`src/rtl/apb_pkg.sv`:
```
// apb_pkg: shared APB widths, FSM state encoding and PSLVERR response constants.
package apb_pkg;
    localparam int ADDR_W = 32;
    localparam int DATA_W = 32;
    localparam int STRB_W = DATA_W / 8;

    typedef enum logic {
        IDLE   = 1'b0,
        ACCESS = 1'b1
    } state_t;

    localparam logic RESP_OKAY = 1'b0;
    localparam logic RESP_ERR  = 1'b1;
endpackage

```
`src/rtl/apb_reg_completer_if.sv`:
```
// apb_reg_completer_if: APB bus bundle between the bridge (master) and the register completer (slave).
interface apb_reg_completer_if;
    import apb_pkg::*;
    logic [ADDR_W-1:0] paddr;
    logic              psel;
    logic              penable;
    logic              pwrite;
    logic [DATA_W-1:0] pwdata;
    logic [STRB_W-1:0] pstrb;
    logic [DATA_W-1:0] prdata;
    logic              pready;
    logic              pslverr;

    modport master (
        output paddr, psel, penable, pwrite, pwdata, pstrb,
        input  prdata, pready, pslverr
    );
    modport slave (
        input  paddr, psel, penable, pwrite, pwdata, pstrb,
        output prdata, pready, pslverr
    );
endinterface

```
`src/rtl/apb_reg_bank.sv`:
```
// apb_reg_bank: RW register array with byte-strobe writes, a sampled read-only status
// register at the top index, and the read mux.
module apb_reg_bank
    import apb_pkg::*;
#(
    parameter int NUM_REGS = 8,
    parameter int IW       = $clog2(NUM_REGS)
) (
    input  logic              clk,
    input  logic              rst_n,
    input  logic              we,
    input  logic [IW-1:0]     idx,
    input  logic [DATA_W-1:0] wdata,
    input  logic [STRB_W-1:0] strb,
    input  logic [DATA_W-1:0] status_in,
    output logic [DATA_W-1:0] rdata,
    output logic [DATA_W-1:0] ctrl_out
);
    logic [DATA_W-1:0] regs [NUM_REGS];

    always_ff @(posedge clk or negedge rst_n) begin
        if (!rst_n) begin
            for (int i = 0; i < NUM_REGS; i++) regs[i] <= '0;
        end else begin
            for (int i = 0; i < NUM_REGS - 1; i++)
                for (int n = 0; n < STRB_W; n++)
                    if (we && idx == IW'(i) && strb[n]) regs[i][8*n +: 8] <= wdata[8*n +: 8];
            regs[NUM_REGS-1] <= status_in;
        end
    end

    assign rdata    = regs[idx];
    assign ctrl_out = regs[0];
endmodule

```
`src/rtl/apb_reg_completer.sv`:
```
// apb_reg_completer: APB completer with a small register bank, fixed wait states and PSLVERR decode.
// Wait-state counter is compiled in only when APB_COMPLETER_WAIT_EN is defined.
module apb_reg_completer
    import apb_pkg::*;
#(
    parameter int              NUM_REGS    = 8,
    parameter logic [ADDR_W-1:0] BASE_ADDR = '0,
    parameter int              WAIT_CYCLES = 2
) (
    input  logic               s_apb_pclk,
    input  logic               s_apb_presetn,
    apb_reg_completer_if.slave s_apb,
    output logic [DATA_W-1:0]  ctrl_out,
    input  logic [DATA_W-1:0]  status_in
);
    localparam int IW = $clog2(NUM_REGS);

    if (NUM_REGS < 2 || NUM_REGS > 256 || BASE_ADDR[1:0] != 2'b00 ||
        WAIT_CYCLES < 0 || WAIT_CYCLES > 15) begin : g_bad_params
        $error("apb_reg_completer: illegal parameter set");
    end

    state_t            state;
    logic [ADDR_W-1:0] off;
    logic [ADDR_W-3:0] idx;
    logic              err;
    logic              done;
    logic              commit;
    logic [DATA_W-1:0] rdata;

    assign off = s_apb.paddr - BASE_ADDR;
    assign idx = off[ADDR_W-1:2];
    assign err = (off[1:0] != 2'b00) || (idx >= (ADDR_W-2)'(NUM_REGS)) ||
                 (s_apb.pwrite && idx == (ADDR_W-2)'(NUM_REGS - 1));

    assign s_apb.pready  = state == ACCESS && s_apb.psel && s_apb.penable && done;
    assign s_apb.pslverr = (s_apb.pready && err) ? RESP_ERR : RESP_OKAY;
    assign s_apb.prdata  = (s_apb.pready && !s_apb.pwrite && !err) ? rdata : '0;
    assign commit        = s_apb.pready && s_apb.pwrite && !err;

`ifdef APB_COMPLETER_WAIT_EN
    logic [3:0] cnt;
    assign done = cnt == 4'd0;

    always_ff @(posedge s_apb_pclk or negedge s_apb_presetn) begin
        if (!s_apb_presetn) begin
            state <= IDLE;
            cnt   <= '0;
        end else if (state == IDLE) begin
            if (s_apb.psel && !s_apb.penable) begin
                state <= ACCESS;
                cnt   <= 4'(WAIT_CYCLES);
            end
        end else if (!s_apb.psel || s_apb.pready) begin
            state <= IDLE;
        end else if (s_apb.penable) begin
            cnt <= cnt - 4'd1;
        end
    end
`else
    assign done = 1'b1;

    always_ff @(posedge s_apb_pclk or negedge s_apb_presetn) begin
        if (!s_apb_presetn) state <= IDLE;
        else if (state == IDLE) state <= (s_apb.psel && !s_apb.penable) ? ACCESS : IDLE;
        else if (!s_apb.psel || s_apb.pready) state <= IDLE;
    end
`endif

    // Out-of-range indices never commit or reach prdata, so truncation is safe.
    apb_reg_bank #(.NUM_REGS(NUM_REGS), .IW(IW)) u_bank (
        .clk       (s_apb_pclk),
        .rst_n     (s_apb_presetn),
        .we        (commit),
        .idx       (idx[IW-1:0]),
        .wdata     (s_apb.pwdata),
        .strb      (s_apb.pstrb),
        .status_in (status_in),
        .rdata     (rdata),
        .ctrl_out  (ctrl_out)
    );
endmodule
```
`src/flat_wrapper.sv`:
```
// flat-port wrapper written by rule: the top's interface ports become plain ports
module apb_reg_completer_flat import apb_pkg::*;
#(
    parameter int              NUM_REGS    = 8,
    parameter logic [ADDR_W-1:0] BASE_ADDR = '0,
    parameter int              WAIT_CYCLES = 2
)
  (s_apb_pclk, s_apb_presetn, ctrl_out, status_in, s_apb_paddr, s_apb_psel, s_apb_penable, s_apb_pwrite, s_apb_pwdata, s_apb_pstrb, s_apb_prdata, s_apb_pready, s_apb_pslverr);
  apb_reg_completer_if s_apb_i ();
  input  logic s_apb_pclk;
  input  logic s_apb_presetn;
  output logic [DATA_W-1:0] ctrl_out;
  input  logic [DATA_W-1:0] status_in;
  input wire logic [$bits(s_apb_i.paddr)-1:0] s_apb_paddr;
  input wire logic [$bits(s_apb_i.psel)-1:0] s_apb_psel;
  input wire logic [$bits(s_apb_i.penable)-1:0] s_apb_penable;
  input wire logic [$bits(s_apb_i.pwrite)-1:0] s_apb_pwrite;
  input wire logic [$bits(s_apb_i.pwdata)-1:0] s_apb_pwdata;
  input wire logic [$bits(s_apb_i.pstrb)-1:0] s_apb_pstrb;
  output wire logic [$bits(s_apb_i.prdata)-1:0] s_apb_prdata;
  output wire logic [$bits(s_apb_i.pready)-1:0] s_apb_pready;
  output wire logic [$bits(s_apb_i.pslverr)-1:0] s_apb_pslverr;
  assign s_apb_i.paddr = s_apb_paddr;
  assign s_apb_i.psel = s_apb_psel;
  assign s_apb_i.penable = s_apb_penable;
  assign s_apb_i.pwrite = s_apb_pwrite;
  assign s_apb_i.pwdata = s_apb_pwdata;
  assign s_apb_i.pstrb = s_apb_pstrb;
  assign s_apb_prdata = s_apb_i.prdata;
  assign s_apb_pready = s_apb_i.pready;
  assign s_apb_pslverr = s_apb_i.pslverr;
  apb_reg_completer #(.NUM_REGS(NUM_REGS), .BASE_ADDR(BASE_ADDR), .WAIT_CYCLES(WAIT_CYCLES)) u_core (.s_apb_pclk(s_apb_pclk), .s_apb_presetn(s_apb_presetn), .s_apb(s_apb_i), .ctrl_out(ctrl_out), .status_in(status_in));
endmodule
```
`config.mk`:
```
export PLATFORM = sky130hd
export DESIGN_NAME = apb_reg_completer_flat
export DESIGN_NICKNAME = d
export VERILOG_FILES = /design/src/rtl/apb_pkg.sv /design/src/rtl/apb_reg_completer_if.sv /design/src/rtl/apb_reg_bank.sv /design/src/rtl/apb_reg_completer.sv /design/src/flat_wrapper.sv
export SDC_FILE = /design/constraint.sdc
export NUM_CORES = 1
export LEC_CHECK = 0
export ABC_CLOCK_PERIOD_IN_PS = 2600
export CAP_MARGIN = 25
export CORE_MARGIN = 2
export CORE_UTILIZATION = 40
export CTS_CLUSTER_DIAMETER = 100
export DETAILED_ROUTE_END_ITERATION = 10
export PLACE_DENSITY = 0.63
export SLEW_MARGIN = 10
export SYNTH_ARGS = -nofsm -noshare
export SYNTH_HDL_FRONTEND = slang
export SYNTH_SLANG_ARGS = --single-unit
```
`constraint.sdc`:
```
create_clock -name s_apb_pclk -period 2.6 [get_ports s_apb_pclk]
set_clock_uncertainty 0.05 [all_clocks]
set_input_delay 0.52 -clock s_apb_pclk [delete_from_list [all_inputs] [get_ports s_apb_pclk]]
set_output_delay 0.52 -clock s_apb_pclk [all_outputs]
set_load 0.05 [all_outputs]
```
# --- Word-level counts from Yosys, hierarchy flattened ---
# Index checks and enable logic that the tools add are counted.
word_totals:
  reg_bits: 257
  in_bits: 105
  out_inout_bits: 66
op_classes:
  order_cmp: 2
  eq_ne: 7
  mux: 8
  bitwise: 1
  n_reduce_logical: 53
ops:
  columns: ["cell", "count"]
  rows:
  - ["$bmux W32 S3", 1]
  - ["$mux W32", 3]
  - ["$logic_and A1 B1 Y1", 44]
  - ["$eq A30 B3 Y1 const B", 1]
  - ["$ge A30 B4 Y1 const B", 1]
  - ["$eq A3 B3 Y1 const B", 3]
  - ["$eq A3 B2 Y1 const B", 2]
  - ["$ge A4 B4 Y1 const B", 1]
  - ["$logic_not A1 Y1", 4]
  - ["$mux W1", 4]
  - ["$not A3 Y4", 1]
  - ["$eq A3 B1 Y1 const B", 1]
  - ["$logic_not A3 Y1", 1]
  - ["$logic_or A1 B1 Y1", 3]
  - ["$reduce_bool A2 Y1", 1]

# --- Logic depth before layout (Yosys ltp) ---
# Gate-level depths: netlist of the first run.
depth:
  word_depth: 7
  depth_mapped: 7
  ltp_nobuf: 4

# --- Cells and area by module ---
# A second synthesis of the first run with hierarchy kept.
hier_totals:
  hier_cells: 890
  hier_area_um2: 12768.5
modules_own_cells:
  columns: ["module", "n_inst", "cells_each", "area_each_um2", "seq_area_each_um2"]
  rows:
  - ["apb_reg_bank", 1, 792, 11878.9, 6406.1]
  - ["apb_reg_completer", 1, 98, 889.6, 25.0]

# --- Worst setup path before layout of the first run ---
# OpenSTA, ideal clock, no wires.
synth_path:
  path_kind: "input port to output port"
  startpoint: "input port s_apb_paddr[23]"
  endpoint: "output port s_apb_prdata[10]"
  arrival_ns: 2.634
  path_slack_ns: -0.604
  path_stages: 7
  cell_sequence: "nor4_1 nand4_1 buf_4 or4_1 clkbuf_1 clkbuf_1 nor2_1"
synth_via:
  elab_chain_cells: 6
  elab_cells_between_ends: 8
  classes_between: "order compare: 1; eq/ne: 1; mux: 1; reduce/logical: 5"
synth_lines:
  columns: ["element", "line", "text"]
  rows:
  - ["start: declaration", "flat_wrapper.sv:14", "input wire logic [$bits(s_apb_i.paddr)-1:0] s_apb_paddr;"]
  - ["$ge A30 B4 Y1 / $eq A30 B3 Y1 (equally long branches)", "apb_reg_completer.sv:33, apb_reg_completer.sv:34", null]
  - ["$logic_or A1 B1 Y1 / $logic_and A1 B1 Y1 (equally long branches)", "apb_reg_completer.sv:33, apb_reg_completer.sv:34", null]
  - ["$logic_or A1 B1 Y1 *", "apb_reg_completer.sv:33", "assign err = (off[1:0] != 2'b00) || (idx >= (ADDR_W-2)'(NUM_REGS)) ||"]
  - ["$logic_not A1 Y1 *", "apb_reg_completer.sv:38", "assign s_apb.prdata = (s_apb.pready && !s_apb.pwrite && !err) ? rdata : '0;"]
  - ["$logic_and A1 B1 Y1 *", "apb_reg_completer.sv:38", null]
  - ["$mux W32 *", "apb_reg_completer.sv:38", null]
  - ["end: declaration", "flat_wrapper.sv:20", "output wire logic [$bits(s_apb_i.prdata)-1:0] s_apb_prdata;"]
# Every way passes the cells marked *; elsewhere a longest branch is shown, timed or not.

# --- Worst setup path after layout of the first run ---
layout_path:
  startpoint: "input port s_apb_paddr[25]"
  endpoint: "output port s_apb_prdata[18]"
# The elaborated chain is that of the path after synthesis.

==> impl_metrics.env, run 1 <==
export IMPL_grtUsageTotal_pct=18.99
export IMPL_dp_cells=1333
export IMPL_clock_latency_ns=0.53
export IMPL_hold_ws_ns=0.2339
export IMPL_grt_pass1_vias=8097
export IMPL_final_cell_count_no_fill=1397
export IMPL_io_pins=171
export IMPL_row_count=63
export IMPL_routed_wl_microns=29210
export IMPL_vias=7330
export IMPL_slew_headroom_pct=55.42
export IMPL_htree_levels=1
export IMPL_antenna_found_initial=0
export IMPL_clk_path_buf_depth=3
export IMPL_syn_nets=863
export IMPL_p_per_area_nw_per_um2=522.1
export IMPL_cp_end_kind="primary output"
export IMPL_period_share_pct=109.8
export IMPL_postRouteAntennaNets=0
export IMPL_gp_congestion=0.7285
export IMPL_cts_inserted_buffers=28
export IMPL_synth_cell_types=25
export IMPL_finalSetupViolations=32
export IMPL_grt_remaining_overflow=0
export IMPL_critPathKind="input port to primary output"
export IMPL_fin_tns_setup_ns=-6.782
export IMPL_grt_pass1_wl_microns=46730
export IMPL_route_detailed_drc=0
export IMPL_start_util_pct=40.81
export IMPL_violations="setup timing"
export IMPL_hold_violations=0
export IMPL_diodes=0
export IMPL_rsz0062_at_grt="yes"
export IMPL_dieArea_sq_um=31810
export IMPL_worst_pin_slew_ns=0.6687
export IMPL_dieHeight_microns=178.4
export IMPL_chipWidth_microns=178.4
export IMPL_io_buffer_count=170
export IMPL_nets=1091
export IMPL_vias_per_cell=5.247
export IMPL_syn_cell_area_sq_um=12160
export IMPL_final_cell_mix="257 x dfrtp_1, 224 x mux2_2, 101 x clkdlybuf4s50_1"
export IMPL_core_area_sq_um=29800
export IMPL_max_freq_ghz=0.3502
export IMPL_reg2reg_from="u_core.state$_DFF_PN0_"
export IMPL_cp_arrival_ns=2.29
export IMPL_min_period_ns=2.856
export IMPL_startpoint_type="input port"
export IMPL_hold_path_class="input port to flip-flop"
export IMPL_status="complete, but fails checks"
export IMPL_p_leak_nw=7.365
export IMPL_wire_per_inst_microns=20.91
export IMPL_root_buffer="clkbuf_16"
export IMPL_hp_start="s_apb_penable"
export IMPL_cp_required_ns=2.03
export IMPL_clock_sinks=257
export IMPL_fin_util_pct=55.94
export IMPL_drive_above_1_share_pct=55.51
export IMPL_dp_hpwl_microns=19940
export IMPL_setup_slack_ns=-0.2557
export IMPL_yosysSeqAreaShare_pct=52.89
export IMPL_vdd_drop_max_v=0.0004708
export IMPL_drt_iter0_markers=257
export IMPL_async_flop_share_pct=100.0
export IMPL_critPathLaunch="s_apb_paddr[25]"
export IMPL_drv_slew=0
export IMPL_final_common_cell="dfrtp_1"
export IMPL_cp_max_fo=5
export IMPL_synth_edff_count=0
export IMPL_synth_seq_cells=257
export IMPL_cap_violations=0
export IMPL_syn_avg_cell_area_sq_um=16.04
export IMPL_synth_cells=758
export IMPL_yosys_warnings=0
export IMPL_drtPass1Iterations=4
export IMPL_synth_flop_cell="dfrtp_1"
export IMPL_grt_max_degree=82
export IMPL_cts_tree="yes"
export IMPL_clk_pin_slew_ns=0.05
export IMPL_syn_to_final_growth_pct=37.08
[sequential cells by signal, indices dropped and copies added, names as in the netlist]
register	cells
u_core.u_bank.regs	224
u_core.u_bank.ctrl_out	32
u_core.state	1
[per-layer routing]
metal	routed length (microns)	vias up	track usage, %
li1	-	3297	-
met1	13310	3870	26.74
met2	14390	130	31.64
met3	1032	33	2.728
met4	476	0	3.557
met5	0	-	0
[synthesized netlist by cell type (3+ instances only)]
cell	count	area, sq um
nand3_1	28	140.1
buf_2	14	70.07
and4b_1	3	30.03
clkbuf_1	16	60.06
mux2_2	224	2522
nor4_4	28	595.6
mux2i_1	32	320.3
buf_4	33	247.7
nor4_1	6	37.54
dfrtp_1	257	6431
nor2_1	34	127.6
buf_1	3	11.26
mux4_2	64	1441
[what timing repair did]
item / in CTS / in global routing
gates cloned: 3 / 1
hold buffers: 1 / 0
endpoints found under the setup margin: 33 / 33
resized for setup: 105 / 18
pin swaps: 20 / 19
endpoints found under the hold margin: 71 / 0
buffers inserted: 4 / 5
[logic make-up after synthesis]
group	Yosys count	synth area share [%]
DFF	257	52.89
muxes	320	35.23
and+or+nand+nor	111	8.417
buffers and inverters	70	3.457
[worst paths after layout]
check | cells past startpoint | to | slack [ns]
worst max-delay path | 8 | s_apb_prdata[18] | -0.26
worst min-delay path | 2 | u_core.state$_DFF_PN0_ | 0.23
worst max register to register | 6 | u_core.u_bank.regs[186]$_DFFE_PN0P_ | 0.59
worst min register to register | 1 | u_core.u_bank.regs[90]$_DFFE_PN0P_ | 0.45
max in group asynchronous | 3 | u_core.u_bank.regs[107]$_DFFE_PN0P_ | 1.28
min in group asynchronous | 2 | u_core.u_bank.regs[4]$_DFF_PN0_ | 0.54
[critical path, stage by stage]
cell     delay (ns)
buf_6          0.09
nor4_4         0.25
nand4_1        0.21
or4_4          0.63
buf_12         0.17
buf_16         0.15
nor2_4         0.10
buf_12         0.14
[final cells by class]
class	count	area [sq um]
Fill cell	2415	13130
Sequential cell	257	6431
Multi-Input combinational cell	431	5592
Timing Repair Buffer	267	3196
Clock buffer	39	793.3
Tap cell	390	488.0
Clock inverter	12	163.9
Inverter	1	3.754
[report_power, final]
group | leakage (nW) | total, W | internal (W) | switching [W]
combinational | 3.37 | 0.000552 | 0.000265 | 0.000287
clock | 0.475 | 0.00412 | 0.00252 | 0.00160
sequential | 3.52 | 0.00404 | 0.00403 | 0.00000926
total | 7.37 | 0.00870 | 0.00681 | 0.00189
[through the flow]
step	area [sq um]	setup WS (ns)	power [W]
6_report	16670	-0.2557	0.008703
5_1_grt	16670	-0.3085	0.009016
4_1_cts	16600	-0.2850	0.008817
3_5_place_dp	15460	-0.7650	0.004677
3_3_place_gp	15460	-0.7307	0.004674
2_1_floorplan	12340	-0.3630	0.004272
No activity file was read; power rests on OpenSTA's default activity.
==> inputs of run 2 (changes only) <==
--- a/config.mk
+++ b/config.mk
@@ -11,8 +11,8 @@
 export CORE_UTILIZATION = 40
 export CTS_CLUSTER_DIAMETER = 100
 export DETAILED_ROUTE_END_ITERATION = 10
-export PLACE_DENSITY = 0.63
-export SLEW_MARGIN = 10
+export PLACE_DENSITY = 0.62
 export SYNTH_ARGS = -nofsm -noshare
 export SYNTH_HDL_FRONTEND = slang
+export SYNTH_HIERARCHICAL = 1
 export SYNTH_SLANG_ARGS = --single-unit
==> impl_metrics.env, run 2 <==
export IMPL_synth_common_cells="274 x mux2_2, 257 x dfrtp_1, 47 x o22ai_1"
export IMPL_root_buffer="clkbuf_16"
export IMPL_cts_inserted_buffers=28
export IMPL_core_area_sq_um=31470
export IMPL_synth_top_family_by_area="multiplexers"
export IMPL_nets=1307
export IMPL_io_buffer_count=170
export IMPL_dieHeight_microns=182.7
export IMPL_routed_wl_microns=37390
export IMPL_synth_compound_area_share_pct=5.086
export IMPL_synthMuxAreaShare_pct=28.04
export IMPL_largest_reg_flops=224
export IMPL_violations="setup timing"
export IMPL_slew_headroom_pct=57.80
export IMPL_crit_chain="buf_12, buf_12, buf_12, buf_12, buf_4, buf_8, o2bb2ai_2, a221oi_2, nand3b_1, nor4_4, buf_12"
export IMPL_hold_violations=0
export IMPL_synth_edff_count=0
export IMPL_drtPass1Iterations=8
export IMPL_netlist_top_cells_area="dfrtp_1 50%, mux2_2 24%, nor4_2 3.4%"
export IMPL_drt_iter0_markers=507
export IMPL_postRouteAntennaNets=0
export IMPL_critPathBufInv=7
export IMPL_start_util_pct=40.57
export IMPL_post_dp_cell_area_sq_um=16320
export IMPL_synth_seq_cells=257
export IMPL_vias_per_cell=5.480
export IMPL_antenna_found_initial=0
export IMPL_grt_max_degree=70
export IMPL_cp_required_ns=2.03
export IMPL_final_cell_mix="264 x mux2_2, 257 x dfrtp_1, 101 x clkdlybuf4s50_1, 101 x buf_4, 76 x buf_12"
export IMPL_yosysTopAreaCellShare_pct=50.37
export IMPL_fin_util_pct=60.81
export IMPL_rsz0062_at_grt="yes"
export IMPL_grt_pass1_vias=9374
export IMPL_clock_latency_ns=0.54
export IMPL_max_stage_delay_ns=0.26
export IMPL_dieArea_sq_um=33370
export IMPL_period_share_pct=109.3
export IMPL_cap_violations=0
export IMPL_synth_most_common_cell="mux2_2"
export IMPL_chipWidth_microns=182.7
export IMPL_yosys_warnings=6
export IMPL_cts_tree="yes"
export IMPL_crit_slowest_cell="a221oi_2"
export IMPL_cp_end_kind="primary output"
export IMPL_hold_path_class="input port to flip-flop"
export IMPL_gp_congestion=0.7916
export IMPL_vdd_drop_max_v=0.0004084
export IMPL_syn_to_final_growth_pct=49.89
export IMPL_synth_cell_types=40
export IMPL_max_freq_ghz=0.3519
export IMPL_grt_pass1_wl_microns=57210
export IMPL_route_detailed_drc=0
export IMPL_wire_per_inst_microns=23.02
export IMPL_drv_slew=0
export IMPL_setup_slack_ns=-0.2417
export IMPL_final_common_cell="mux2_2"
export IMPL_syn_avg_cell_area_sq_um=14.35
export IMPL_p_per_area_nw_per_um2=476.7
export IMPL_critPathKind="input port to primary output"
export IMPL_grt_remaining_overflow=0
export IMPL_worst_pin_slew_ns=0.6301
export IMPL_post_place_ws_ns=-0.6754
export IMPL_cp_max_fo=5
export IMPL_min_period_ns=2.842
export IMPL_yosys_area_share_adder_pct=0
export IMPL_yosysSeqAreaShare_pct=50.37
export IMPL_yosys_area_share_simple_pct=11.96
export IMPL_synthXorXnorAreaFrac_pct=0
export IMPL_crit_path_frequent_cell="buf_12"
export IMPL_syn_cell_area_sq_um=12770
export IMPL_htree_levels=1
export IMPL_design_area_sq_um=19140
export IMPL_syn_nets=995
export IMPL_clk_pin_slew_ns=0.06
export IMPL_regMostFlops="u_core/u_bank/regs"
export IMPL_vias=8899
export IMPL_dp_hpwl_microns=24520
export IMPL_p_leak_nw=9.368
export IMPL_critPathTopFamily="buffers and inverters"
export IMPL_synth_flop_cell="dfrtp_1"
export IMPL_row_count=65
export IMPL_startpoint_type="input port"
export IMPL_synth_cells=890
export IMPL_io_pins=171
export IMPL_async_flop_share_pct=100.0
export IMPL_yosys_area_top_type="dfrtp_1"
export IMPL_clk_path_buf_depth=3
export IMPL_finalSetupViolations=33
export IMPL_diodes=0
export IMPL_grtUsageTotal_pct=22.36
export IMPL_status="complete, but fails checks"
export IMPL_drive_above_1_share_pct=60.56
export IMPL_clock_sinks=257
export IMPL_cp_arrival_ns=2.27
[run 2: changes by cell type after synthesis, sizes merged, moves of 23 or more]
cell,change
nand3,-23
mux2,+54
mux4,-58
nand3b,+37
o22ai,+47
[run 2: cells by family after synthesis]
kind of cell / after synthesis
multiplexers: 315
flip-flops: 257
AND/OR/NAND/NOR: 146
AO/OA/AOI/OAI: 89
buffers and inverters: 83
[run 2: path summary, 6_finish.rpt]
check                                               startpoint                                     end  cells after the start  slack (ns)
setup / recovery                                s_apb_paddr[2]                        s_apb_prdata[10]                     11       -0.24
hold / removal                                   s_apb_penable                  u_core/state$_DFF_PN0_                      2        0.24
setup reg to reg                        u_core/state$_DFF_PN0_   u_core/u_bank/ctrl_out[4]$_DFFE_PN0P_                      7        0.47
hold reg to reg            u_core/u_bank/regs[215]$_DFFE_PN0P_     u_core/u_bank/regs[215]$_DFFE_PN0P_                      1        0.45
max in group asynchronous                        s_apb_presetn      u_core/u_bank/regs[65]$_DFFE_PN0P_                      3        1.27
min in group asynchronous                        s_apb_presetn  u_core/u_bank/ctrl_out[27]$_DFFE_PN0P_                      2        0.48
[run 2: power by group]
group	switching (W)	internal [W]	total, W
registers	0.0000133	0.00403	0.00404
clock network	0.00160	0.00244	0.00404
logic	0.000514	0.000532	0.00105
[run 2: layer usage]
| metal | vias to the layer above | part of all wire (%) | track usage [%] |
|---|---|---|---|
| li1 | 3974 | - | - |
| met1 | 4606 | 46 | 32.87 |
| met2 | 285 | 47 | 34.63 |
| met3 | 34 | 5.9 | 3.672 |
| met4 | 0 | 1.4 | 5.226 |
| met5 | - | 0 | 0 |
[run 2: stage by stage]
step | hold WS [ns] | TNS, ns | power, W | instances
finish | 0.2359 | -4.114 | 0.009123 | 1624
global route | 0.2338 | -6.262 | 0.009458 | 1624
floorplan | 0.1744 | -1.780 | 0.004407 | 890
global placement | 0.4144 | -119.45 | 0.004914 | 1502
CTS | 0.2174 | -4.804 | 0.009129 | 1599
detailed placement | 0.4237 | -131.37 | 0.004920 | 1502
[run 2: final cells by class]
type,instances,area (sq um)
inverter,1,7.507
timing repair buffer,364,4419
multi-input combinational,550,6830
clock buffer,46,899.6
fill,2350,12340
tap,402,503.0
clock inverter,4,47.55
sequential,257,6431
[run 2: what timing repair did]
item                                    in CTS  in global routing
setup buffers                               41                 29
gates cloned                                12                  2
pin swaps                                   96                 67
endpoints found under the hold margin       62                  0
endpoints found under the setup margin      33                 89
resized for setup                          250                 52
hold buffers                                 1                  0
